$ cat src/rtl/alu_pipe.sv
// rtl/alu_pipe.sv - two-stage ALU pipeline with valid/ready handshake and sticky overflow
module alu_pipe #(
    parameter int N = 8,
    parameter int S = $clog2(N)
) (
    input  logic         clk,
    input  logic         rst_n,
    input  logic         in_valid,
    output logic         in_ready,
    input  logic [N-1:0] a,
    input  logic [N-1:0] b,
    input  logic [3:0]   opcode,
    output logic         out_valid,
    input  logic         out_ready,
    output logic [N-1:0] out,
    output logic [7:0]   flags,
    output logic         sticky_ovf,
    input  logic         clr_sticky
);

    localparam logic [3:0] OP_ADD  = 4'h0;
    localparam logic [3:0] OP_SUB  = 4'h1;
    localparam logic [3:0] OP_NAND = 4'h2;
    localparam logic [3:0] OP_NOR  = 4'h3;
    localparam logic [3:0] OP_AND  = 4'h4;
    localparam logic [3:0] OP_OR   = 4'h5;
    localparam logic [3:0] OP_XOR  = 4'h6;
    localparam logic [3:0] OP_NOT  = 4'h7;
    localparam logic [3:0] OP_SHL  = 4'h8;
    localparam logic [3:0] OP_SHR  = 4'h9;
    localparam logic [3:0] OP_ROL  = 4'hA;
    localparam logic [3:0] OP_ROR  = 4'hB;
    localparam logic [3:0] OP_SRA  = 4'hC;
    localparam logic [3:0] OP_SLT  = 4'hD;
    localparam logic [3:0] OP_SLTU = 4'hE;

    // N is a power of two, so N itself needs one bit more than a shift amount
    localparam logic [S:0] N_W = (S+1)'(N);

    logic         s1_valid_q, s1_valid_d;
    logic [N-1:0] a_q, a_d;
    logic [N-1:0] b_q, b_d;
    logic [3:0]   op_q, op_d;

    logic         out_valid_q, out_valid_d;
    logic [N-1:0] out_q, out_d;
    logic [7:0]   flags_q, flags_d;
    logic         sticky_q, sticky_d;

    logic         s2_advance;
    logic         s1_advance;

    logic [N-1:0] res;
    logic         carry;
    logic         ovf;
    logic [N:0]   sum;
    logic [N:0]   diff;
    logic [S-1:0] sh;
    logic [S:0]   rsh;

    assign s2_advance = !out_valid_q || out_ready;
    assign s1_advance = !s1_valid_q || s2_advance;
    assign in_ready   = s1_advance;

    assign out_valid  = out_valid_q;
    assign out        = out_q;
    assign flags      = flags_q;
    assign sticky_ovf = sticky_q;

    // Stage 1: capture operands whenever the stage can take a new beat
    always_comb begin
        s1_valid_d = s1_valid_q;
        a_d        = a_q;
        b_d        = b_q;
        op_d       = op_q;
        if (s1_advance) begin
            s1_valid_d = in_valid;
            if (in_valid) begin
                a_d  = a;
                b_d  = b;
                op_d = opcode;
            end
        end
    end

    // ALU datapath on stage-1 operands; rotates use a complementary shift of N-sh, which is N (yielding 0) when sh=0
    always_comb begin
        sum   = {1'b0, a_q} + {1'b0, b_q};
        diff  = {1'b0, a_q} - {1'b0, b_q};
        sh    = b_q[S-1:0];
        rsh   = N_W - {1'b0, sh};
        res   = a_q;
        carry = 1'b0;
        ovf   = 1'b0;
        case (op_q)
            OP_ADD: begin
                res   = sum[N-1:0];
                carry = sum[N];
                ovf   = (a_q[N-1] == b_q[N-1]) && (sum[N-1] != a_q[N-1]);
            end
            OP_SUB: begin
                res   = diff[N-1:0];
                carry = diff[N];
                ovf   = (a_q[N-1] != b_q[N-1]) && (diff[N-1] != a_q[N-1]);
            end
            OP_NAND: res = ~(a_q & b_q);
            OP_NOR:  res = ~(a_q | b_q);
            OP_AND:  res = a_q & b_q;
            OP_OR:   res = a_q | b_q;
            OP_XOR:  res = a_q ^ b_q;
            OP_NOT:  res = ~a_q;
            OP_SHL:  res = a_q << sh;
            OP_SHR:  res = a_q >> sh;
            OP_ROL:  res = (a_q << sh) | (a_q >> rsh);
            OP_ROR:  res = (a_q >> sh) | (a_q << rsh);
            OP_SRA:  res = $signed(a_q) >>> sh;
            OP_SLT:  res = {{(N-1){1'b0}}, ($signed(a_q) < $signed(b_q))};
            OP_SLTU: res = {{(N-1){1'b0}}, (a_q < b_q)};
            default: res = a_q;
        endcase
    end

    // Stage 2: load result and flags when the consumer side can move; hold otherwise
    always_comb begin
        out_valid_d = out_valid_q;
        out_d       = out_q;
        flags_d     = flags_q;
        if (s2_advance) begin
            out_valid_d = s1_valid_q;
            if (s1_valid_q) begin
                out_d   = res;
                flags_d = {(a_q < b_q), (a_q > b_q), (a_q == b_q), ^res,
                           res[N-1], ovf, carry, (res == '0)};
            end
        end
    end

    // Sticky overflow: a clear request loses to a same-cycle overflowing load
    always_comb begin
        sticky_d = clr_sticky ? 1'b0 : sticky_q;
        if (s2_advance && s1_valid_q && ovf) begin
            sticky_d = 1'b1;
        end
    end

    // State registers; reset discards any in-flight beats
    always_ff @(posedge clk or negedge rst_n) begin
        if (!rst_n) begin
            s1_valid_q  <= 1'b0;
            a_q         <= '0;
            b_q         <= '0;
            op_q        <= '0;
            out_valid_q <= 1'b0;
            out_q       <= '0;
            flags_q     <= '0;
            sticky_q    <= 1'b0;
        end else begin
            s1_valid_q  <= s1_valid_d;
            a_q         <= a_d;
            b_q         <= b_d;
            op_q        <= op_d;
            out_valid_q <= out_valid_d;
            out_q       <= out_d;
            flags_q     <= flags_d;
            sticky_q    <= sticky_d;
        end
    end

endmodule

$ cat config.mk
export PLATFORM = sky130hd
export DESIGN_NAME = alu_pipe
export DESIGN_NICKNAME = d
export VERILOG_FILES = /design/src/rtl/alu_pipe.sv
export SDC_FILE = /design/constraint.sdc
export NUM_CORES = 1
export LEC_CHECK = 0
export ABC_CLOCK_PERIOD_IN_PS = 5600
export BUFFER_PORTS_ARGS = -buffer_cell sky130_fd_sc_hd__buf_4
export CAP_MARGIN = 20
export CORE_MARGIN = 1.5
export CORE_UTILIZATION = 35
export DETAILED_ROUTE_END_ITERATION = 7
export GPL_TIMING_DRIVEN = 0
export PLACE_DENSITY = 0.52
export SYNTH_ARGS = -nofsm -noshare
export SYNTH_HDL_FRONTEND = slang
export SYNTH_SLANG_ARGS = --single-unit
$ cat constraint.sdc
create_clock -name clk -period 5.6 [get_ports clk]
set_clock_uncertainty 0.15 [all_clocks]
set_input_delay 0.28 -clock clk [delete_from_list [all_inputs] [get_ports clk]]
set_output_delay 0.28 -clock clk [all_outputs]
set_load 0.02 [all_outputs]
==> metrics, run 1 <==
Setup CP Type reg -> reg; Layout Nets 665; leakage 0.00218 uW; power share of the sequential group 20.5%; P&R area growth vs syn 16.5%; Worst VDD drop 184 uV; Worst slew margin 17.4%; antenna cells 0; port bufs 43; Hold Path Stages 2; grt ovf 0; Sw Pwr 900 uW; cell-internal power 1050 uW; final total power 1950 uW; combinational share of power 60.5%; # DRC 0; Mean Syn Cell Area 8.16 um^2; crit-path max FO 10; most common cell in the netlist nand2_1; TritonCTS clock tree yes; Net Sw Frac 46.1%; max-slew violations 0; Min-Delay Path Class in -> reg; ys async rst share 100%; top cells by count, synth nand2_1, nor2_1, dfrtp_1; post-layout min period 5.07 ns; Worst Hold End sticky_ovf; Setup TNS 0 ns; Detail Placement HPWL 14700 um; Placement Rows 41; critical path arrival 5.07 ns; initial antenna violation count 0; setup bufs post-CTS 0; Multi-input gate area 3260 um^2; fin crit share 90.5%; Post-synth EDFFs 0; CTS sink count 38; Post-Syn Area 4530 um^2; Top Ports 44; Die Wd 117 um; CP required 5.60 ns; Post-Route WL 18500 um; r2r setup slk 0.53 ns; Num CTS Buffers 5; max cap viols 0; RSZ-0062 raised after global routing no; Die Y 117 um; Fmax achieved 197 MHz; DRT Pass-1 Iters 5; Final WS setup 0.530 ns; core region area 12600 um^2; R2R Path End flags[4]; final setup vio count 0; clock latency on the worst-skew pair 0.28 ns; Final Hold Fails 0; Longest Clk Path Bufs 2; Synth Instances 555; status complete, no violations; drt via density 6.23; root buffer cell clkbuf_16; Worst Tran Pin Value 1.21 ns; largest net degree at the start of global routing 39; Most used DFF post-synth dfrtp_1; Final GP Congestion 1.03; number of global-route vias before repair 4627; FILL cells 1335; Crit. End Element flop; H-tree levels 2; CP Launch Type flop; register area 951 um^2; synth top area cells dfrtp_1, ha_1, mux2_2, mux4_2, a21oi_1; die area 13600 um^2; reg-to-reg critical path startpoint b_q[1]; clk slew on worst S/H paths 0.06 ns; top cell type's share of synthesized area 21.0%; dpl cells 771; Synth cell types 70; share of cells above drive strength 1 19.4%; vias 4863; GR Util All Layers 28.1%; Synth Register Bits 38; 1st-iter DRT viols 466; Clock power frac 18.9%; sequential cell area fraction in the yosys report 21.0%; Finished Layout Cells 780; worst slack, placed 0.691 ns; post-synth top area cell dfrtp_1; hold_ws 0.0293 ns; first-pass GRT wire length 28300 um; Hold Crit Start clr_sticky; DR WL/cell 23.7 um; remaining antenna violation count 0; worst reg-to-reg path cell count 16; Pwr Density 370 nW/um^2; Synth warnings 0; Starting Density 35.9%; Synthesized Nets 613
[kinds of logic after synthesis]
family / synth area share, %
adder cells (fa/ha/maj): 9.45
AO/OA/AOI/OAI: 23.7
flip-flops: 21.0
XOR/XNOR: 2.10
multiplexers: 15.9
buffers and inverters: 7.07
AND/OR/NAND/NOR: 20.8
[state kept, by name, indices dropped and copies added, names as in the netlist]
| signal | flops |
|---|---|
| s1_valid_q | 1 |
| flags | 8 |
| a_q | 8 |
| sticky_ovf | 1 |
| out | 7 |
| out_valid | 1 |
| op_q | 4 |
| b_q | 8 |
[routing by layer]
| metal | vias to the layer above | GRT usage, % | share of wire, % |
|---|---|---|---|
| met3 | 33 | 6.02 | 9.9 |
| met5 | - | 0 | 0 |
| met2 | 289 | 41.7 | 43 |
| met1 | 2361 | 40.7 | 45 |
| met4 | 0 | 8.35 | 2.5 |
| li1 | 2180 | - | - |
[cell type report]
| class | instances | share of cell area (%) |
|---|---|---|
| multi-input cells | 442 | 61.8 |
| flip-flops and latches | 38 | 18.0 |
| repair buffers | 45 | 6.38 |
| well taps | 172 | 4.08 |
| plain buffers | 45 | 3.94 |
| clock buffers | 5 | 2.37 |
| inverters | 30 | 2.14 |
| clock inverters | 3 | 1.30 |
[metrics by stage]
step | util (%) | cell area, um^2
CTS | 41.8 | 5270
global route | 41.8 | 5270
detailed placement | 40.2 | 5070
global placement | 40.1 | 5070
finish | 41.8 | 5270
floorplan | - | 4530
[critical path, cell delays in order (launching register included)]
cell and delay (ns):
dfrtp_1 0.48, buf_2 0.31, buf_4 0.25, inv_1 0.23
ha_1 0.49, buf_2 0.28, mux4_2 0.37, a31oi_1 0.17
a2111oi_0 0.11, buf_1 0.20, nor4_1 0.71, o211ai_1 0.18
o21ai_1 0.23, ha_1 0.30, xnor2_1 0.14, xnor2_1 0.22
o21ai_0 0.11
[how the worst max path moves through the flow]
stage,from,endpoint,slack [ns],cells after the start
after detailed placement,b_q[1],flags[4],0.69,16
after global placement,b_q[1],flags[4],0.51,15
final,b_q[1],flags[4],0.53,16
after floorplan,b_q[1],flags[4],2.14,13
after global routing,b_q[1],flags[4],0.31,16
after CTS,b_q[1],flags[4],0.66,16
[cells in the final DEF, fill, tap and decap left out, types with 5 or more instances in the layout]
cell	n
a2111oi_0	7
a21oi_1	35
a221oi_1	5
a32oi_1	5
and2_1	5
buf_2	16
buf_4	46
clkbuf_1	23
clkbuf_16	5
dfrtp_1	38
ha_1	31
inv_1	28
mux2_2	26
mux2i_1	16
mux4_2	10
nand2_1	43
nand2b_1	19
nand3_1	20
nand4_1	8
nor2_1	39
nor2b_1	6
nor3_1	13
nor4_1	11
o211ai_1	6
o21ai_0	28
o21ai_1	10
o22ai_1	13
o32ai_1	5
xnor2_1	7
[power by group through the flow]
stage	logic [uW]	registers, uW	clock network (uW)
after floorplan	750	426	0
after global placement	1160	402	0
after global routing	1270	409	390
final	1180	401	370
after CTS	1150	400	379
after detailed placement	1150	405	0
[what timing repair did]
| action | in CTS | in global routing |
|---|---|---|
| hold endpoints to repair | 38 | 0 |
| gates resized for setup | 0 | 0 |
| hold buffers | 1 | 0 |
Power figures use the tool's default switching activity.
==> run 2: changes to the inputs <==
==> constraint.sdc (replaced) <==
create_clock -name clk -period 5.6 [get_ports clk]
set_clock_uncertainty 0.15 [all_clocks]
set_input_delay 0.84 -clock clk [delete_from_list [all_inputs] [get_ports clk]]
set_output_delay 0.84 -clock clk [all_outputs]
set_load 0.02 [all_outputs]
==> metrics, run 2 (synthesized netlist as in run 1, its figures left out) <==
hold-fix buffers at CTS 0; Worst slew margin 23.5%; Sw Pwr 901 uW; Setup TNS 0 ns; Placement Rows 41; Starting Density 35.9%; die area 13600 um^2; first-pass GRT wire length 28200 um; RSZ-0062 raised after global routing no; slowest CP cell nor4_1; CP Launch Type flop; Worst VDD drop 185 uV; H-tree levels 2; Post-Route WL 18500 um; final setup vio count 0; Num CTS Buffers 5; FILL cells 1336; Finished Layout Cells 779; port bufs 43; max-slew violations 0; antenna cells 0; Die Y 117 um; drt via density 6.27; fin crit share 90.7%; remaining antenna violation count 0; Detail Placement HPWL 14700 um; Die Wd 117 um; clock latency on the worst-skew pair 0.28 ns; power share of the sequential group 20.5%; # DRC 0; CP required 5.60 ns; 1st-iter DRT viols 482; crit-path max FO 10; Buf+Inv Stages, Crit Path 5; Clock power frac 19.0%; number of global-route vias before repair 4616; max cap viols 0; CTS sink count 38; register area 951 um^2; TritonCTS clock tree yes; vias 4881; Setup CP Type reg -> reg; Final WS setup 0.523 ns; combinational share of power 60.5%; worst slack, placed 0.691 ns; most frequent cells in the layout buf_4, nand2_1, nor2_1, dfrtp_1, a21oi_1; cell-internal power 1050 uW; grt ovf 0; core region area 12600 um^2; status complete, no violations; P&R area growth vs syn 16.2%; root buffer cell clkbuf_16; dpl cells 771; Pwr Density 371 nW/um^2; Net Sw Frac 46.1%; Final Hold Fails 0; leakage 0.00218 uW; DRT Pass-1 Iters 5; Fmax achieved 197 MHz; setup bufs post-CTS 0; CP peak stage delay 0.75 ns; clk slew on worst S/H paths 0.06 ns; Min-Delay Path Class reg -> reg; Top Ports 44; Post-CTS Resized 0; Multi-input gate area 3260 um^2; Crit. End Element flop; Final GP Congestion 1.03; GR Util All Layers 28.0%; Worst Tran Pin Value 1.12 ns; Layout Nets 664; critical path arrival 5.08 ns; hold_ws 0.335 ns; Top Family by Delay on Critical Path buffers and inverters; commonest non-fill, non-tap cell in the layout buf_4; initial antenna violation count 0; post-layout min period 5.08 ns; DR WL/cell 23.8 um; Longest Clk Path Bufs 2; share of cells above drive strength 1 19.4%; worst-path cell chain buf_2 > buf_4 > inv_1 > ha_1 > buf_2 > mux4_2 > a31oi_1 > a2111oi_0 > buf_1 > nor4_1 > o211ai_1 > o21ai_1 > ha_1 > xnor2_1 > xnor2_1 > o21ai_0; largest net degree at the start of global routing 39
==> run 2: layout make-up <==
| cell class | count | share of cell area [%] |
|---|---|---|
| clock buffers | 5 | 2.38 |
| well taps | 172 | 4.09 |
| multi-input cells | 442 | 61.9 |
| plain buffers | 45 | 3.95 |
| inverters | 30 | 2.14 |
| clock inverters | 3 | 1.31 |
| flip-flops and latches | 38 | 18.1 |
| repair buffers | 44 | 6.20 |
==> run 2: metal layers <==
layer  part of all wire [%]  vias up  wire length (um)  track usage, %
met5                      0        -                 0               0
met4                    2.6        0               489            8.35
met3                    9.7       37              1790            6.02
met2                     43      272              7990            41.6
met1                     45     2394              8240            40.7
li1                       -     2178                 -               -
==> run 2: worst paths after layout <==
path / start / endpoint / slack [ns] / depth (start not counted)
setup / recovery: b_q[1] / flags[4] / 0.52 / 16
hold / removal: flags[6] / flags[6] / 0.34 / 1
setup reg to reg: b_q[1] / flags[4] / 0.52 / 16
hold reg to reg: flags[6] / flags[6] / 0.34 / 1
max in group asynchronous: rst_n / b_q[1] / 4.59 / 1
min in group asynchronous: rst_n / sticky_ovf / 0.36 / 1
==> run 2: power by group through the flow <==
stage | Clock (uW) | Sequential (uW) | Combinational [uW]
final | 371 | 401 | 1180
after global routing | 390 | 409 | 1270
after CTS | 379 | 400 | 1150
after detailed placement | 0 | 405 | 1150
after global placement | 0 | 402 | 1160
after floorplan | 0 | 426 | 750
==> run 2: worst register-to-register path, cell delays in order (launching register included) <==
cell and delay, ns:
dfrtp_1 0.49, buf_2 0.32, buf_4 0.25, inv_1 0.23, ha_1 0.49, buf_2 0.28
mux4_2 0.37, a31oi_1 0.16, a2111oi_0 0.10, buf_1 0.20, nor4_1 0.75, o211ai_1 0.19
o21ai_1 0.23, ha_1 0.30, xnor2_1 0.19, xnor2_1 0.16, o21ai_0 0.11
==> run 2: stage by stage <==
stage | utilization (%) | area (um^2) | power, uW
CTS | 41.7 | 5260 | 1930
global placement | 40.1 | 5070 | 1560
finish | 41.7 | 5260 | 1950
global route | 41.7 | 5260 | 2070
floorplan | - | 4530 | 1180
detailed placement | 40.2 | 5070 | 1550
==> run 3: changes to the inputs <==
- GPL_TIMING_DRIVEN: 0 -> 1
==> metrics, run 3 (synthesized netlist as in run 1, its figures left out) <==
Num CTS Buffers 5; RSZ-0062 raised after global routing no; Critical Path Stages 13; remaining antenna violation count 0; worst reg-to-reg path cell count 13; share of cells above drive strength 1 18.8%; status complete, no violations; r2r setup slk 1.21 ns; vias 4616; Final GP Congestion 1.05; max cap viols 0; Setup CP Type reg -> reg; critical path arrival 4.38 ns; leakage 0.00209 uW; root buffer cell clkbuf_16; Fmax achieved 228 MHz; die area 13600 um^2; Setup TNS 0 ns; crit-path max FO 16; Top Ports 44; Detail Placement HPWL 12300 um; grt ovf 0; Die Y 117 um; Sw Pwr 857 uW; number of global-route vias before repair 4393; reg-to-reg critical path startpoint b_q[2]; Post-CTS Resized 0; hold-fix buffers at CTS 0; Min-Delay Path Class reg -> reg; Worst slew margin 42.9%; CTS sink count 38; TritonCTS clock tree yes; power share of the sequential group 22.5%; drt via density 6.22; Die Wd 117 um; CP peak stage delay 0.52 ns; Clock power frac 17.9%; Setup crit start b_q[2]; clk slew on worst S/H paths 0.06 ns; CP Launch Type flop; port bufs 43; worst slack, placed 1.42 ns; fin crit share 78.5%; P&R area growth vs syn 12.5%; Placement Rows 41; CP required 5.58 ns; Layout Nets 627; hold_ws 0.332 ns; Worst Tran Pin Value 0.835 ns; cell-internal power 992 uW; commonest non-fill, non-tap cell in the layout buf_4; Post-Route WL 16300 um; Final Hold Fails 0; Worst VDD drop 213 uV; # DRC 0; Crit. End Element flop; Longest Clk Path Bufs 2; final setup vio count 0; max-slew violations 0; H-tree levels 2; antenna cells 0; slowest CP cell dfrtp_1; Starting Density 35.9%; Buf+Inv Stages, Crit Path 3; GR Util All Layers 24.4%; most frequent cells in the layout buf_4, nand2_1, nor2_1, dfrtp_1, a21oi_1; R2R Path End flags[4]; 1st-iter DRT viols 533; post-layout min period 4.39 ns; Net Sw Frac 46.3%; largest net degree at the start of global routing 41; Top Family by Delay on Critical Path compound AO/OA/AOI/OAI gates; DRT Pass-1 Iters 5; first-pass GRT wire length 25200 um; setup bufs post-CTS 0; clock latency on the worst-skew pair 0.29 ns; initial antenna violation count 0; combinational share of power 59.6%; Final WS setup 1.21 ns; DR WL/cell 22.0 um; Pwr Density 363 nW/um^2; core region area 12600 um^2; crit path to flags[4]; worst-path cell chain buf_4 > inv_2 > ha_1 > inv_1 > o221ai_1 > a21oi_1 > and2_1 > nor4_1 > o22ai_1 > ha_1 > xnor2_1 > xnor2_1 > o21ai_0; post-route core utilization 40.4%
[run 3: per-stage QoR]
stage	total power, uW	instance area [um^2]	cells
global placement	1500	4930	734
detailed placement	1500	4930	734
CTS	1840	5100	742
global route	1970	5100	742
floorplan	1180	4530	555
finish	1850	5100	742
[run 3: worst reg2reg max path: cells and delay by family, from the launching register on]
family,cells,cell delay (ns)
flops,1,0.52
fa+ha+maj,2,0.90
simple gates,2,0.69
buf+inv,3,0.59
xor+xnor,2,0.34
compound gates,4,1.03
[run 3: layout make-up]
| class | instances | area [um^2] |
|---|---|---|
| clock inverter | 3 | 45.0 |
| inverter | 30 | 113 |
| tap | 172 | 215 |
| multi-input combinational | 442 | 3260 |
| sequential | 38 | 951 |
| fill | 1361 | 7520 |
| clock buffer | 5 | 125 |
| timing repair buffer | 52 | 390 |
[run 3: routing by layer]
| metal | share of wire (%) | vias to the layer above | track usage (%) |
|---|---|---|---|
| met5 | 0 | - | 0 |
| met1 | 43 | 2200 | 34.6 |
| met3 | 9.1 | 43 | 4.88 |
| met4 | 3.4 | 0 | 8.11 |
| li1 | - | 2096 | - |
| met2 | 44 | 277 | 37.3 |
[run 3: power groups by stage]
stage	Combinational [uW]	Sequential, uW	Clock, uW
after floorplan	750	426	0
after global placement	1090	418	0
after detailed placement	1080	421	0
after CTS	1080	416	340
after global routing	1190	427	352
final	1100	416	331
[run 3: how the worst min path moves through the flow]
stage / startpoint / endpoint / slack (ns) / depth (start not counted)
5_1_grt: flags[1] / flags[1] / 0.36 / 2
6_report: flags[5] / flags[5] / 0.33 / 2
4_1_cts: flags[2] / flags[2] / 0.34 / 2
3_5_place_dp: flags[2] / flags[2] / 0.33 / 2
2_1_floorplan: s1_valid_q / out_valid / 0.33 / 1
3_3_place_gp: flags[2] / flags[2] / 0.32 / 2
